## src/rtl/alu_slice_sequencer_if.sv

```systemverilog
// Request/response bundle for the nibble-serial ALU sequencer: two requesters
// in, one tagged response out.
interface alu_slice_sequencer_if #(
    parameter int WIDTH = 16
);
    logic             req0_valid;
    logic             req0_ready;
    logic [WIDTH-1:0] req0_a;
    logic [WIDTH-1:0] req0_b;
    logic [1:0]       req0_op;

    logic             req1_valid;
    logic             req1_ready;
    logic [WIDTH-1:0] req1_a;
    logic [WIDTH-1:0] req1_b;
    logic [1:0]       req1_op;

    logic             rsp_valid;
    logic             rsp_ready;
    logic             rsp_id;
    logic [WIDTH-1:0] rsp_result;
    logic             rsp_cout;
    logic             rsp_zero;

    modport master (
        output req0_valid, req0_a, req0_b, req0_op,
        input  req0_ready,
        output req1_valid, req1_a, req1_b, req1_op,
        input  req1_ready,
        input  rsp_valid, rsp_id, rsp_result, rsp_cout, rsp_zero,
        output rsp_ready
    );

    modport slave (
        input  req0_valid, req0_a, req0_b, req0_op,
        output req0_ready,
        input  req1_valid, req1_a, req1_b, req1_op,
        output req1_ready,
        output rsp_valid, rsp_id, rsp_result, rsp_cout, rsp_zero,
        input  rsp_ready
    );
endinterface

```

## src/rtl/alu_slice_sequencer.sv

```systemverilog
// Shares one 4-bit AND/OR/XOR/ADD slice between two round-robin requesters,
// computing WIDTH-bit results one nibble per cycle, LSB nibble first.
module alu_slice_sequencer #(
    parameter int WIDTH = 16
) (
    input  logic                 clk,
    input  logic                 rst_n,
    alu_slice_sequencer_if.slave bus,
    output logic                 busy
);
    localparam int NIB  = WIDTH / 4;
    localparam int IDXW = (NIB > 1) ? $clog2(NIB) : 1;

    typedef enum logic [1:0] {
        IDLE = 2'd0,
        RUN  = 2'd1,
        DONE = 2'd2
    } state_t;

    state_t           state;
    state_t           state_nxt;
    logic             ptr;
    logic             grant0;
    logic             grant1;
    logic             accept;
    logic             last_nib;
    logic [WIDTH-1:0] a_q;
    logic [WIDTH-1:0] b_q;
    logic [WIDTH-1:0] result;
    logic [1:0]       op_q;
    logic             id_q;
    logic             carry;
    logic [IDXW-1:0]  idx;
    logic [4:0]       nib_out;

    // {carry_out, sum}; only ADD can produce a carry.
    function automatic logic [4:0] slice_alu(input logic [1:0] op, input logic [3:0] a,
                                             input logic [3:0] b, input logic cin);
        logic [4:0] r;
        case (op)
            2'd0:    r = {1'b0, a & b};
            2'd1:    r = {1'b0, a | b};
            2'd2:    r = {1'b0, a ^ b};
            default: r = {1'b0, a} + {1'b0, b} + {4'd0, cin};
        endcase
        return r;
    endfunction

    // ptr == 0 favours requester 0 when both are valid.
    always_comb begin
        grant0 = 1'b0;
        grant1 = 1'b0;
        if (bus.req0_valid && bus.req1_valid) begin
            grant0 = ~ptr;
            grant1 = ptr;
        end else begin
            grant0 = bus.req0_valid;
            grant1 = bus.req1_valid;
        end
    end

    assign accept   = (state == IDLE) && (grant0 || grant1);
    assign last_nib = (idx == IDXW'(NIB - 1));
    assign nib_out  = slice_alu(op_q, a_q[{idx, 2'b00} +: 4], b_q[{idx, 2'b00} +: 4], carry);

    always_ff @(posedge clk or negedge rst_n) begin
        if (!rst_n) begin
            state <= IDLE;
        end else begin
            state <= state_nxt;
        end
    end

    always_comb begin
        state_nxt = state;
        case (state)
            IDLE:    if (accept) state_nxt = RUN;
            RUN:     if (last_nib) state_nxt = DONE;
            DONE:    if (bus.rsp_ready) state_nxt = IDLE;
            default: state_nxt = IDLE;
        endcase
    end

    always_ff @(posedge clk or negedge rst_n) begin
        if (!rst_n) begin
            ptr    <= 1'b0;
            a_q    <= '0;
            b_q    <= '0;
            op_q   <= 2'd0;
            id_q   <= 1'b0;
            idx    <= '0;
            carry  <= 1'b0;
            result <= '0;
        end else begin
            case (state)
                IDLE: begin
                    if (accept) begin
                        a_q    <= grant1 ? bus.req1_a : bus.req0_a;
                        b_q    <= grant1 ? bus.req1_b : bus.req0_b;
                        op_q   <= grant1 ? bus.req1_op : bus.req0_op;
                        id_q   <= grant1;
                        idx    <= '0;
                        carry  <= 1'b0;
                        result <= '0;
                        ptr    <= grant0;
                    end
                end
                RUN: begin
                    result[{idx, 2'b00} +: 4] <= nib_out[3:0];
                    carry                     <= nib_out[4];
                    if (!last_nib) idx <= idx + IDXW'(1);
                end
                default: ;
            endcase
        end
    end

    // Ready is qualified by rst_n so every output reads 0 while reset is held.
    always_comb begin
        bus.req0_ready = rst_n && (state == IDLE) && grant0;
        bus.req1_ready = rst_n && (state == IDLE) && grant1;
        bus.rsp_valid  = (state == DONE);
        bus.rsp_id     = id_q;
        bus.rsp_result = result;
        bus.rsp_cout   = carry;
        bus.rsp_zero   = (state == DONE) && (result == '0);
        busy           = (state != IDLE);
    end
endmodule

```

## src/flat_wrapper.sv

```systemverilog
// flat-port wrapper written by rule: the top's interface ports become plain ports
module alu_slice_sequencer_flat 
#(
    parameter int WIDTH = 16
)
  (clk, rst_n, busy, bus_req0_valid, bus_req0_a, bus_req0_b, bus_req0_op, bus_req0_ready, bus_req1_valid, bus_req1_a, bus_req1_b, bus_req1_op, bus_req1_ready, bus_rsp_valid, bus_rsp_id, bus_rsp_result, bus_rsp_cout, bus_rsp_zero, bus_rsp_ready);
  alu_slice_sequencer_if #(.WIDTH(WIDTH)) bus_i ();
  input  logic clk;
  input  logic rst_n;
  output logic busy;
  input wire logic [$bits(bus_i.req0_valid)-1:0] bus_req0_valid;
  input wire logic [$bits(bus_i.req0_a)-1:0] bus_req0_a;
  input wire logic [$bits(bus_i.req0_b)-1:0] bus_req0_b;
  input wire logic [$bits(bus_i.req0_op)-1:0] bus_req0_op;
  output wire logic [$bits(bus_i.req0_ready)-1:0] bus_req0_ready;
  input wire logic [$bits(bus_i.req1_valid)-1:0] bus_req1_valid;
  input wire logic [$bits(bus_i.req1_a)-1:0] bus_req1_a;
  input wire logic [$bits(bus_i.req1_b)-1:0] bus_req1_b;
  input wire logic [$bits(bus_i.req1_op)-1:0] bus_req1_op;
  output wire logic [$bits(bus_i.req1_ready)-1:0] bus_req1_ready;
  output wire logic [$bits(bus_i.rsp_valid)-1:0] bus_rsp_valid;
  output wire logic [$bits(bus_i.rsp_id)-1:0] bus_rsp_id;
  output wire logic [$bits(bus_i.rsp_result)-1:0] bus_rsp_result;
  output wire logic [$bits(bus_i.rsp_cout)-1:0] bus_rsp_cout;
  output wire logic [$bits(bus_i.rsp_zero)-1:0] bus_rsp_zero;
  input wire logic [$bits(bus_i.rsp_ready)-1:0] bus_rsp_ready;
  assign bus_i.req0_valid = bus_req0_valid;
  assign bus_i.req0_a = bus_req0_a;
  assign bus_i.req0_b = bus_req0_b;
  assign bus_i.req0_op = bus_req0_op;
  assign bus_req0_ready = bus_i.req0_ready;
  assign bus_i.req1_valid = bus_req1_valid;
  assign bus_i.req1_a = bus_req1_a;
  assign bus_i.req1_b = bus_req1_b;
  assign bus_i.req1_op = bus_req1_op;
  assign bus_req1_ready = bus_i.req1_ready;
  assign bus_rsp_valid = bus_i.rsp_valid;
  assign bus_rsp_id = bus_i.rsp_id;
  assign bus_rsp_result = bus_i.rsp_result;
  assign bus_rsp_cout = bus_i.rsp_cout;
  assign bus_rsp_zero = bus_i.rsp_zero;
  assign bus_i.rsp_ready = bus_rsp_ready;
  alu_slice_sequencer #(.WIDTH(WIDTH)) u_core (.clk(clk), .rst_n(rst_n), .bus(bus_i), .busy(busy));
endmodule
```

## config.mk

```make
export PLATFORM = sky130hd
export DESIGN_NAME = alu_slice_sequencer_flat
export DESIGN_NICKNAME = d
export VERILOG_FILES = /design/src/rtl/alu_slice_sequencer_if.sv /design/src/rtl/alu_slice_sequencer.sv /design/src/flat_wrapper.sv
export SDC_FILE = /design/constraint.sdc
export NUM_CORES = 1
export LEC_CHECK = 0
export ABC_AREA = 0
export ABC_CLOCK_PERIOD_IN_PS = 2500
export BUFFER_PORTS_ARGS = -buffer_cell sky130_fd_sc_hd__buf_2
export CORE_MARGIN = 1.5
export CORE_UTILIZATION = 32
export CTS_BUF_LIST = sky130_fd_sc_hd__clkbuf_4
export CTS_CLUSTER_SIZE = 30
export DETAILED_ROUTE_END_ITERATION = 12
export GPL_ROUTABILITY_DRIVEN = 0
export MAX_ROUTING_LAYER = met4
export PLACE_DENSITY = 0.6
export SYNTH_ARGS = -nofsm -noshare
export SYNTH_HDL_FRONTEND = slang
export SYNTH_SLANG_ARGS = --single-unit
```

## constraint.sdc

```tcl
create_clock -name clk -period 2.5 [get_ports clk]
set_input_delay 0.75 -clock clk [delete_from_list [all_inputs] [get_ports clk]]
set_output_delay 0.75 -clock clk [all_outputs]
set_load 0.01 [all_outputs]
```

==> summary.txt <==
CTS
  – CTS Buf Count: 9
  – Skew-Pair Late Insertion Delay: 0.42 ns
  – Bufs on Longest Clock Path: 2
  – H-tree depth: 3
  – CTS Sinks: 57
  – Hold_buf cts: 0
  – CTS tree: built
  – Clock transition at the registers of the reported paths: 0.11 ns
  – Clock Tree Root: clkbuf_4

Yosys
  – Synth async-reset ratio: 100%
  – Mean Syn Cell Area: 11.0 um2
  – Ranking of synthesized cells by area: dfrtp_1, mux2i_1, mux4_2
  – Dominant combinational cell family by area after synthesis: multiplexers
  – Number of synthesized flops with an enable pin: 0
  – Post-synthesis sequential area ratio: 44.1%
  – Post-synth top flop: dfrtp_1
  – Cells after Synth: 294
  – Top cell type's share of synthesized area: 44.1%
  – Register bit total from synthesis: 57
  – Synth Area in Compound Gates: 13.8%
  – Cell accounting for the most synthesized area: dfrtp_1
  – Post-synthesis mux area share: 17.8%
  – Synth Cell Area: 3240 um2
  – Adder-Cell Fraction of Synth Area: 5.88%
  – Synth Warn #: 0
  – Synth unique cells: 41
  – Post-synth net total: 381
  – Synth Area in XOR/XNOR: 0.271%
  – Simple-Gate Fraction of Synth Area: 11.6%

Final layout
  – Most common cell after layout, fill and taps aside: buf_2
  – Multi-input gate area: 1660 um2
  – Most frequent cells in the layout: buf_2, dfrtp_1, nand2_1, mux2i_1, o21ai_1
  – Register area: 1430 um2
  – Syn-to-layout area delta: 27.2%
  – Layout cells sized above 1: 39.2%
  – Final core occ: 42.1%
  – Final instance area: 4120 um2
  – Filler cell count: 1,015
  – Final net count: 485

Die
  – Cell row count: 36
  – DIE AREA: 10,700 um2
  – Ports: 96
  – CORE AREA: 9770 um2
  – Initial Util: 33.1%
  – Die H: 104 um
  – Die W: 104 um

Timing
  – Worst setup margin: -0.165 ns
  – Fin. max-slew vios: 0
  – Clock skew: 0.0112 ns
  – Tmin final: 2.66 ns
  – Slew HR: 51.7%
  – Fin. Hold Viols: 0
  – Setup violators final: 6
  – Worst slew pin tran: 0.724 ns
  – Setup tns final: -0.643 ns
  – Fmax: 0.375 GHz
  – RSZ-0062 raised after global routing: yes
  – Final Cycle Share: 107%

Critical path
  – Crit Path Class: register to register
  – Reg2reg setup slack: -0.16 ns
  – CP required: 2.81 ns
  – CP cell instances: mux4_2, fa_2, fa_2, mux4_2, a22o_1
  – Crit path DAT: 2.97 ns
  – Slowest CP cell: mux4_2
  – Crit-path max cell delay: 0.55 ns
  – Critical path launch point type: register
  – Top delay family on crit path: multiplexers
  – Crit path max fanout: 4
  – CP bufs+invs: 0
  – Setup crit end kind: register

GRT
  – Vias in the first global route: 2,527
  – Initial antenna violation count: 0
  – Global-route wire length before repair: 12.2 mm
  – Largest net degree at the start of global routing: 58
  – Gr usage total: 15.0%
  – Total grt overflow: 0

Status
  – Failing checks: negative setup slack
  – Status: finished, violations left

Drt
  – Total number of vias: 2,556
  – Final WL: 7.28 mm
  – Via density: 4.76
  – DRC Markers: 0
  – Iter 0 DRT Violations: 127
  – Drt pass-1 iters: 4
  – Post-DRT Antenna Nets: 0
  – Wire per inst: 13.6 um

Worst hold path
  – Hold Path Class: input pin to async pin

Placement
  – Dpl cell area: 3870 um2
  – # port buffers: 95
  – Post-Place Setup Slack: -0.232 ns
  – DP HPWL: 5.51 mm

Flow run
  – Max capacitance violation total: 0

Power
  – Leak: 2.09 nW
  – PD cells: 1320 nW/um2
  – Maximum vdd drop: 0.468 mV
report_power, final:
part	switching, mW	internal (mW)	total, mW
combinational	1.59	1.42	3.01
clock	0.375	0.405	0.780
sequential	0.316	1.31	1.63
path summary, 6_finish.rpt:
path	from	endpoint	cells past startpoint
worst max-delay path	u_core.idx[0]	u_core.bus.rsp_result[9]	5
worst min-delay path	rst_n	u_core.ptr	2
worst max register to register	u_core.idx[0]	u_core.bus.rsp_result[9]	5
worst min register to register	u_core.a_q[7]	u_core.a_q[7]	2
max in group asynchronous	rst_n	u_core.idx[0]	2
min in group clk	u_core.a_q[7]	u_core.a_q[7]	2
Yosys cell counts, types with 2 or more instances:
| library cell | count |
|---|---|
| dfrtp_1 | 57 |
| nand2_1 | 42 |
| mux2i_1 | 35 |
| o21ai_1 | 28 |
| inv_1 | 18 |
| o21ai_0 | 14 |
| ha_1 | 12 |
| a22o_1 | 11 |
| mux4_2 | 10 |
| clkbuf_1 | 6 |
| nand3_1 | 6 |
| nor2_1 | 6 |
| a21oi_1 | 5 |
| buf_6 | 4 |
| o2bb2ai_1 | 4 |
| buf_2 | 3 |
| nor4_1 | 3 |
| a211oi_1 | 2 |
| and3_4 | 2 |
| buf_12 | 2 |
| fa_1 | 2 |
| nor3_1 | 2 |
| o21ai_2 | 2 |
through the flow:
step                      power (mW)  hold WS (ns)  cells
after floorplan                 3.64         0.445    294
final                           5.42         0.490    537
after global placement          4.31         0.464    518
after detailed placement        4.42         0.468    518
after CTS                       5.29         0.495    536
after global routing            5.88         0.512    536
routing by layer:
metal	global-route usage (%)	routed length (um)
met5	-	0
met1	18.0	3210
met2	23.4	3490
met4	6.05	128
met3	4.85	454
layout make-up:
type | count | area share [%]
Antenna cell | 1 | 0.0608
Clock buffer | 9 | 1.64
Tap cell | 133 | 4.04
Sequential cell | 57 | 34.7
Clock inverter | 7 | 2.28
Multi-Input combinational cell | 201 | 40.4
Timing Repair Buffer | 110 | 15.2
Inverter | 19 | 1.73
kinds of logic (layout without fill, tap and decap cells):
logic type / count (synthesis) / after routing
AOI/OAI and AO/OA: 72 / 72
xor gates and xnor gates: 1 / 1
and+or+nand+nor: 69 / 69
muxes: 45 / 45
other: 0 / 1
DFF: 57 / 57
buffers and inverters: 36 / 145
adders and majority gates: 14 / 14
what timing repair did:
action | CTS | global route
setup buffers | 2 | 0
pin swaps | 3 | 6
resized for setup | 5 | 10
endpoints found under the setup margin | 12 | 12
state kept, by name, summed over array words and instances (netlist names), 2 cells and up:
register,flops
u_core.a_q,16
u_core.b_q,16
u_core.bus.rsp_result,16
u_core.idx,2
u_core.op_q,2
u_core.state,2
No activity file was read; power rests on OpenSTA's default activity.
